$ cat config.mk
export PLATFORM = sky130hd
export DESIGN_NAME = byte_unit_pipe
export DESIGN_NICKNAME = d
export VERILOG_FILES = /design/src/rtl/byte_unit_pipe.sv
export SDC_FILE = /design/constraint.sdc
export NUM_CORES = 2
export LEC_CHECK = 0
export ABC_AREA = 1
export ABC_CLOCK_PERIOD_IN_PS = 2800
export BUFFER_PORTS_ARGS = -buffer_cell sky130_fd_sc_hd__buf_2
export CAP_MARGIN = 20
export CELL_PAD_IN_SITES_DETAIL_PLACEMENT = 0
export CELL_PAD_IN_SITES_GLOBAL_PLACEMENT = 1
export CORE_MARGIN = 5
export CORE_UTILIZATION = 40
export DETAILED_ROUTE_END_ITERATION = 8
export GPL_ROUTABILITY_DRIVEN = 0
export HOLD_SLACK_MARGIN = 0.12
export PLACE_DENSITY_LB_ADDON = 0.1
export SYNTH_ARGS = -nofsm -noshare
export SYNTH_HDL_FRONTEND = slang
export SYNTH_SLANG_ARGS = --single-unit
$ cat constraint.sdc
create_clock -name clk -period 2.8 [get_ports clk]
set_input_delay 0.14 -clock clk [delete_from_list [all_inputs] [get_ports clk]]
set_output_delay 0.14 -clock clk [all_outputs]
set_load 0.01 [all_outputs]
$ cat src/rtl/byte_unit_pipe.sv
// byte_unit_pipe: byte-class execution unit (cntb, avgb, absdb, sumbh) with a
// valid-tagged LATENCY-deep result pipeline, selective flush and a forwarding
// packet {result, unit id, wr_en, rt}.
// Optional: define BYTE_UNIT_SADB_EN to enable the sadbh opcode.
module byte_unit_pipe #(
   parameter int unsigned DATA_W      = 128,
   parameter int unsigned LATENCY     = 4,
   parameter int unsigned FLUSH_DEPTH = 1,
   parameter int unsigned UNIT_ID     = 4,
   parameter int unsigned RT_W        = 7
) (
   input  logic                      clk,
   input  logic                      reset,
   input  logic                      flush,
   input  logic                      in_valid,
   input  logic [10:0]               opcode,
   input  logic [DATA_W-1:0]         data_ra,
   input  logic [DATA_W-1:0]         data_rb,
   input  logic [RT_W-1:0]           addr_rt,
   output logic                      out_valid,
   output logic [DATA_W+4+RT_W-1:0]  out_data,
   output logic [LATENCY*RT_W-1:0]   stage_rt,
   output logic [LATENCY-1:0]        stage_wr,
   output logic                      busy
);

   localparam int unsigned PKT_W = DATA_W + 4 + RT_W;
   localparam int unsigned NB    = DATA_W / 8;
   localparam int unsigned NW    = DATA_W / 32;

   localparam logic [10:0] OP_CNTB  = 11'b01010110100;
   localparam logic [10:0] OP_AVGB  = 11'b00011010011;
   localparam logic [10:0] OP_ABSDB = 11'b00001010011;
   localparam logic [10:0] OP_SUMBH = 11'b01001010011;
`ifdef BYTE_UNIT_SADB_EN
   localparam logic [10:0] OP_SADBH = 11'b00101010011;
`endif

   logic [DATA_W-1:0]              res_c;
   logic                           wr_c;
   logic [PKT_W-1:0]               pkt_c;
   logic [LATENCY-1:0]             valid_d, valid_q;
   logic [LATENCY-1:0][PKT_W-1:0]  pkt_d, pkt_q;
   logic                           busy_q;

   function automatic logic [7:0] popcnt8(input logic [7:0] x);
      logic [7:0] n;
      n = '0;
      for (int i = 0; i < 8; i++) n = n + 8'(x[i]);
      return n;
   endfunction

   // Rounding average at 9 bits so 0xFF+0xFF+1 cannot wrap.
   function automatic logic [7:0] avg8(input logic [7:0] a, input logic [7:0] b);
      logic [8:0] s;
      s = 9'(a) + 9'(b) + 9'd1;
      return s[8:1];
   endfunction

   function automatic logic [7:0] absd8(input logic [7:0] a, input logic [7:0] b);
      return (a >= b) ? (a - b) : (b - a);
   endfunction

   function automatic logic [15:0] sum4(input logic [31:0] x);
      return 16'(x[31:24]) + 16'(x[23:16]) + 16'(x[15:8]) + 16'(x[7:0]);
   endfunction

`ifdef BYTE_UNIT_SADB_EN
   function automatic logic [15:0] sad4(input logic [31:0] a, input logic [31:0] b);
      logic [15:0] s;
      s = '0;
      for (int i = 0; i < 4; i++) s = s + 16'(absd8(a[8*i +: 8], b[8*i +: 8]));
      return s;
   endfunction
`endif

   // Stage-1 datapath: decode opcode and compute the lane result.
   always_comb begin
      res_c = '0;
      wr_c  = 1'b0;
      case (opcode)
         OP_CNTB: begin
            wr_c = 1'b1;
            for (int b = 0; b < NB; b++) res_c[8*b +: 8] = popcnt8(data_ra[8*b +: 8]);
         end
         OP_AVGB: begin
            wr_c = 1'b1;
            for (int b = 0; b < NB; b++) res_c[8*b +: 8] = avg8(data_ra[8*b +: 8], data_rb[8*b +: 8]);
         end
         OP_ABSDB: begin
            wr_c = 1'b1;
            for (int b = 0; b < NB; b++) res_c[8*b +: 8] = absd8(data_ra[8*b +: 8], data_rb[8*b +: 8]);
         end
         OP_SUMBH: begin
            wr_c = 1'b1;
            for (int w = 0; w < NW; w++)
               res_c[32*w +: 32] = {sum4(data_rb[32*w +: 32]), sum4(data_ra[32*w +: 32])};
         end
`ifdef BYTE_UNIT_SADB_EN
         OP_SADBH: begin
            wr_c = 1'b1;
            for (int w = 0; w < NW; w++)
               res_c[32*w +: 32] = {16'h0000, sad4(data_ra[32*w +: 32], data_rb[32*w +: 32])};
         end
`endif
         default: ;
      endcase
      pkt_c = (in_valid && wr_c) ? {res_c, 3'(UNIT_ID), 1'b1, addr_rt} : '0;
   end

   // Pipeline next state: shift, with the FLUSH_DEPTH youngest in-flight stages squashed.
   always_comb begin
      valid_d    = '0;
      pkt_d      = '0;
      valid_d[0] = in_valid;
      pkt_d[0]   = pkt_c;
      for (int unsigned k = 1; k < LATENCY; k++) begin
         if (flush && (k <= FLUSH_DEPTH)) begin
            valid_d[k] = 1'b0;
            pkt_d[k]   = '0;
         end else begin
            valid_d[k] = valid_q[k-1];
            pkt_d[k]   = pkt_q[k-1];
         end
      end
   end

   // Stage registers; reset overrides flush.
   always_ff @(posedge clk) begin
      if (reset) begin
         valid_q <= '0;
         pkt_q   <= '0;
         busy_q  <= 1'b0;
      end else begin
         valid_q <= valid_d;
         pkt_q   <= pkt_d;
         busy_q  <= |valid_d;
      end
   end

   // Per-stage hazard view for the issue logic.
   always_comb begin
      stage_wr = '0;
      stage_rt = '0;
      for (int k = 0; k < LATENCY; k++) begin
         stage_wr[k]                = valid_q[k] & pkt_q[k][RT_W];
         stage_rt[k*RT_W +: RT_W]   = pkt_q[k][RT_W-1:0];
      end
   end

   assign out_valid = valid_q[LATENCY-1];
   assign out_data  = pkt_q[LATENCY-1];
   assign busy      = busy_q;

endmodule

---- Word level (Yosys, flattened, before mapping) ----
Index checks and enable logic that the tools add are counted.
word-level totals
  register bits ........................... 561
  input port bits ......................... 278
  output and inout bits ................... 173
  word-level logic and storage cells ...... 257
cells by class
  add/sub/neg operators ................... 200
  magnitude comparators ................... 16
  eq/ne operators ......................... 4
  mux-type cells .......................... 20
  bitwise gates (word level) .............. 5
  reduce and logical (&&, ||, !) cells .... 5
operator list
  cell                  number
  $pmux 128 s4          1
  $sub 8x8->8           32
  $add 8x8->9           24
  $add 9x1->9 const B   16
  $add 7x1->8           16
  $ge 8x8->1            16
  $mux 8                16
  $add 6x1->7           16
  $add 5x1->6           16
  $add 10x8->11         8
  $add 4x1->5           16
  $add 9x8->10          8
  $add 3x1->4           16
  $add 2x1->3           16
  $add 1x1->2           16
  $eq 11x10->1 const B  2
  $eq 11x7->1 const B   1
  $eq 11x8->1 const B   1
  $mux 11               1
  $reduce_or 4->1       2
  $and 1x1->1           4
  $reduce_or 2->1       2
  $mux 1                2
  $logic_and 1x1->1     1
  $not 1->1             1

---- Logic depth before layout (Yosys ltp) ----
  word-level depth ........................ 8
  gate-level depth with buffers ........... 16
  mapped depth without buffers ............ 16

---- Worst setup path before layout ----
No wires, ideal clock.
  path type ............................... input to register
  start point ............................. input data_ra[112]
  end point ............................... register pkt_q[125] (netlist bit)
  library setup time ...................... 109 ps
  arrival time ............................ 2714 ps
  required time ........................... 2691 ps
  setup slack ............................. -23 ps
  stages on the path ...................... 12
  buffers on the path ..................... 0
  cell sequence ........................... fa_1 > inv_1 > fa_1 > fa_1 > inv_1 > ha_1 > fa_1 > xnor2_1 > o22ai_1 > nand3b_1 > nand2_1 > inv_1
on the way
  cells in the longest elaborated chain, start to end .. 8
  elaborated cells between the ends (all ways) .. 14
  classes of those cells .................. add/sub (11); order compare (1); mux (2)
RTL lines
  what                    RTL line  text
  start: declaration      17        input logic [DATA_W-1:0] data_ra,
  $add 1x1->2             49        for (int i = 0; i < 8; i++) n = n + 8'(x[i]);
  $add 2x1->3             49
  $add 3x1->4             49
  $add 4x1->5             49
  $add 5x1->6             49
  $add 6x1->7             49
  $add 7x1->8             49
  $pmux 128 s4 *          81        case (opcode)
  end signal: assignment  136       pkt_q <= pkt_d;
  end: declaration        43        logic [LATENCY-1:0][PKT_W-1:0] pkt_d, pkt_q;
Every way passes the cells marked *; elsewhere a longest branch is shown, timed or not.
A chain may end at the register's enable or synchronous reset.

---- Final worst setup path ----
  start point ............................. input data_rb[85]
  end point ............................... register pkt_q[98] (netlist bit)
on the way
  cells in the longest elaborated chain, start to end .. 4
  elaborated cells between the ends (all ways) .. 10
  classes of those cells .................. add/sub (7); order compare (1); mux (2)
RTL lines
  what                RTL line  text
  start: declaration  18        input logic [DATA_W-1:0] data_rb,
  $add 8x8->9         65        return 16'(x[31:24]) + 16'(x[23:16]) + 16'(x[15:8]) + 16'(x[7:0]);
  $add 9x8->10        65
  $add 10x8->11       65
  $pmux 128 s4 *      81
Marked as above.

==> impl_metrics.json <==
{
  "run_status": "complete, no violations",
  "pin_count": 451,
  "max_cap_violations": 0,
  "gr-total-overflow": 0,
  "initial_core_util": 0.402,
  "multi_input_comb_area_sq_mm": 0.0261,
  "clock_transition_time_at_the_flip_flop_clock_pins_of_the_worst_setup_and_hold_paths_ns": 0.06,
  "final-max-slew-violation-count": 0,
  "routed_via_count": 40300,
  "place.detailed.instances": 8443,
  "drive_above_1_share": 0.130,
  "yosys-top-cells-area": "sky130_fd_sc_hd__dfxtp_1 24%, sky130_fd_sc_hd__ha_1 14%, sky130_fd_sc_hd__inv_1 13%",
  "via_per_inst": 4.68,
  "report.final.hold_viol_count": 0,
  "drt_drc_violations_left": 0,
  "clock_tree.root_cell": "sky130_fd_sc_hd__clkbuf_16",
  "vdd.ir_drop.worst_mv": 0.390,
  "post_synthesis_sequential_element_count": 549,
  "post_synthesis_cell_count": 6542,
  "clock_insertion_delay_worst_skew_ns": 0.63,
  "max_fanout_on_critical_path": 4,
  "most_common_cell_in_the_synthesized_netlist": "sky130_fd_sc_hd__inv_1",
  "grt_max_degree": 111,
  "grt_pass1_vias": 39600,
  "final-seq-area_sq_mm": 0.0110,
  "yosysSeqAreaShare": 0.244,
  "ys.warnings.count": 0,
  "drt_pre_antenna_iters": 5,
  "areaGrowthSynthToFinish_pct": 15.6,
  "routedWlPerCell_um": 17.7,
  "commonest_register_cell_after_synthesis": "sky130_fd_sc_hd__dfxtp_1",
  "drtIter0Drc": 2606,
  "total_leakage_power_nw": 27.5,
  "reg2regPathDepth": 3,
  "ctsHtreeMaxLevel": 3,
  "ys_types": 45,
  "post-synth-top-area-cell": "sky130_fd_sc_hd__dfxtp_1",
  "synthTopCellsByCount": "1570 x sky130_fd_sc_hd__inv_1, 1311 x sky130_fd_sc_hd__nand2_1, 643 x sky130_fd_sc_hd__nor2_1",
  "fp.dieArea_sq_mm": 0.120,
  "core_area_sq_mm": 0.112,
  "hp-start": "data_rb[57]",
  "grt_first_pass_wirelength_um": 231000,
  "worstReg2RegEnd": "valid_q[1]",
  "reg2reg_slack_ns": 1.68,
  "io_buffers": 448,
  "slew_headroom": 0.531,
  "setup.worst_path.class": "input port to flop",
  "synth-async-reset-ratio": 0,
  "die_width_um": 346,
  "detail-route-antenna-nets": 0,
  "num-fill-cells": 11800,
  "total_standard_cell_area_after_synthesis_sq_mm": 0.0451,
  "hold_path_depth": 6,
  "wl_um": 152000,
  "clock-skew-final_ns": 0.0183,
  "floorplan.die.height_um": 346,
  "netlist.area_leader.share": 0.244,
  "r2r_start": "valid_q[0]",
  "total_cts_buffers": 67,
  "cellPowerDensity_mw_per_mm2": 483,
  "finalSetupViolCount": 0,
  "crit_path_end_kind": "flop",
  "layout.cells.non_filler": 8608,
  "clkSinkCount": 549,
  "timing.final.crit_share": 0.936,
  "critical_path.startpoint_type": "input port",
  "origin_of_the_worst_setup_path": "data_rb[85]",
  "post_dp_cell_area_sq_mm": 0.0495,
  "worst_slew_pin_slew_ns": 0.704,
  "clock_tree_from_tritoncts": "yes",
  "timing.critical_path.arrival_ns": 3.14,
  "min_to": "pkt_q[68]",
  "total_negative_slack_for_setup_checks_ns": 0,
  "synth_area_per_cell_sq_um": 6.89,
  "timing.critical_path.required_ns": 3.32,
  "final_cell_area_sq_mm": 0.0521,
  "grt_antenna_before_repair": 7,
  "setup_repair_after_global_routing_missed_its_margin": "no",
  "synth_enable_flop_cells": 0,
  "fmaxAchievable_ghz": 0.382,
  "finish.utilization": 0.465,
  "grt_use_total": 0.247,
  "floorplan.rows": 123,
  "clk_path_buf_depth": 3,
  "min_period_ns": 2.62,
  "cts_setup_buffers": 0,
  "design.final.nets": 8061,
  "hpwlAfterDp_um": 124000,
  "min_path_type": "input port to flop"
}
metal layers:
| layer | GRT usage | routed length, um | vias to the layer above |
|---|---|---|---|
| met4 | 0.0619 | 3730 | 4 |
| met1 | 0.337 | 70600 | 18600 |
| li1 | - | - | 20600 |
| met3 | 0.0417 | 8650 | 190 |
| met5 | 0 | 22 | - |
| met2 | 0.409 | 69300 | 977 |
through the flow:
| step | total power [W] | hold WS [ns] | setup slack [ns] |
|---|---|---|---|
| 2_1_floorplan | 0.0136 | 0.252 | 0.0233 |
| 3_3_place_gp | 0.0163 | 0.357 | -0.299 |
| 3_5_place_dp | 0.0163 | 0.359 | -0.326 |
| 4_1_cts | 0.0255 | 0.121 | 0.141 |
| 5_1_grt | 0.0270 | 0.165 | 0.00694 |
| 6_report | 0.0252 | 0.157 | 0.180 |
critical path: stages:
cell and delay (ns):
sky130_fd_sc_hd__dlygate4sd3_1 0.55, sky130_fd_sc_hd__buf_2 0.15, sky130_fd_sc_hd__inv_2 0.11, sky130_fd_sc_hd__fa_1 0.44, sky130_fd_sc_hd__fa_1 0.51, sky130_fd_sc_hd__inv_1 0.04, sky130_fd_sc_hd__ha_1 0.34, sky130_fd_sc_hd__nand2_1 0.08
sky130_fd_sc_hd__or2_2 0.31, sky130_fd_sc_hd__nand3_1 0.08, sky130_fd_sc_hd__nand2_1 0.07, sky130_fd_sc_hd__nand3_1 0.11, sky130_fd_sc_hd__nand3_1 0.10, sky130_fd_sc_hd__nand2_1 0.07, sky130_fd_sc_hd__inv_1 0.04
timing repair:
action	4_1_cts	5_1_grt
hold buffers	43	0
gates resized for setup	0	4
endpoints found under the setup margin	0	5
hold endpoints to repair	106	0
sequential cells by signal, summed over array words and instances (netlist names):
name / cells
pkt_d: 258
out_data: 136
pkt_q: 129
stage_rt: 21
valid_q: 4
busy: 1
kinds of logic after synthesis:
| kind of cell | synth area share |
|---|---|
| flip-flops | 0.244 |
| AND/OR/NAND/NOR | 0.260 |
| buffers and inverters | 0.178 |
| AO/OA/AOI/OAI | 0.0627 |
| adder cells (fa/ha/maj) | 0.242 |
| other | 0.0000831 |
| XOR/XNOR | 0.0138 |
worst max-delay path by stage:
stage                 end  slack (ns)  cells past startpoint
4_1_cts         pkt_q[98]        0.14                     15
2_1_floorplan  pkt_q[125]        0.02                     12
3_5_place_dp    pkt_q[93]       -0.33                     14
6_report        pkt_q[98]        0.18                     15
3_3_place_gp    pkt_q[93]       -0.30                     14
5_1_grt         pkt_q[83]       0.007                     14
final cells by class:
type,instances,area share
repair buffers,780,0.0957
well taps,1500,0.0360
flip-flops and latches,549,0.211
clock inverters,34,0.00768
multi-input cells,4080,0.501
diodes,4,0.000192
inverters,1577,0.114
clock buffers,84,0.0349
power breakdown:
part           total, W  leakage, nW  switching (W)  internal, W
Clock           0.00889         1.09        0.00373      0.00516
Sequential      0.00781         4.42     0.00000126      0.00781
Combinational   0.00849         22.0        0.00518      0.00331
cells in the final DEF (no fill, tap or decap), drive strengths merged, types with 19 or more instances in the layout:
cell type / instances
inv: 1585
nand2: 1317
buf: 737
nor2: 647
nand3: 646
dfxtp: 549
ha: 488
a21oi: 312
fa: 240
o21ai: 91
clkbuf: 84
nand4: 62
xor2: 52
or2: 49
dlygate4sd3: 43
nand3b: 31
o211ai: 22
nor3: 22
o22ai: 20
xnor2: 19
Power figures use the tool's default switching activity.
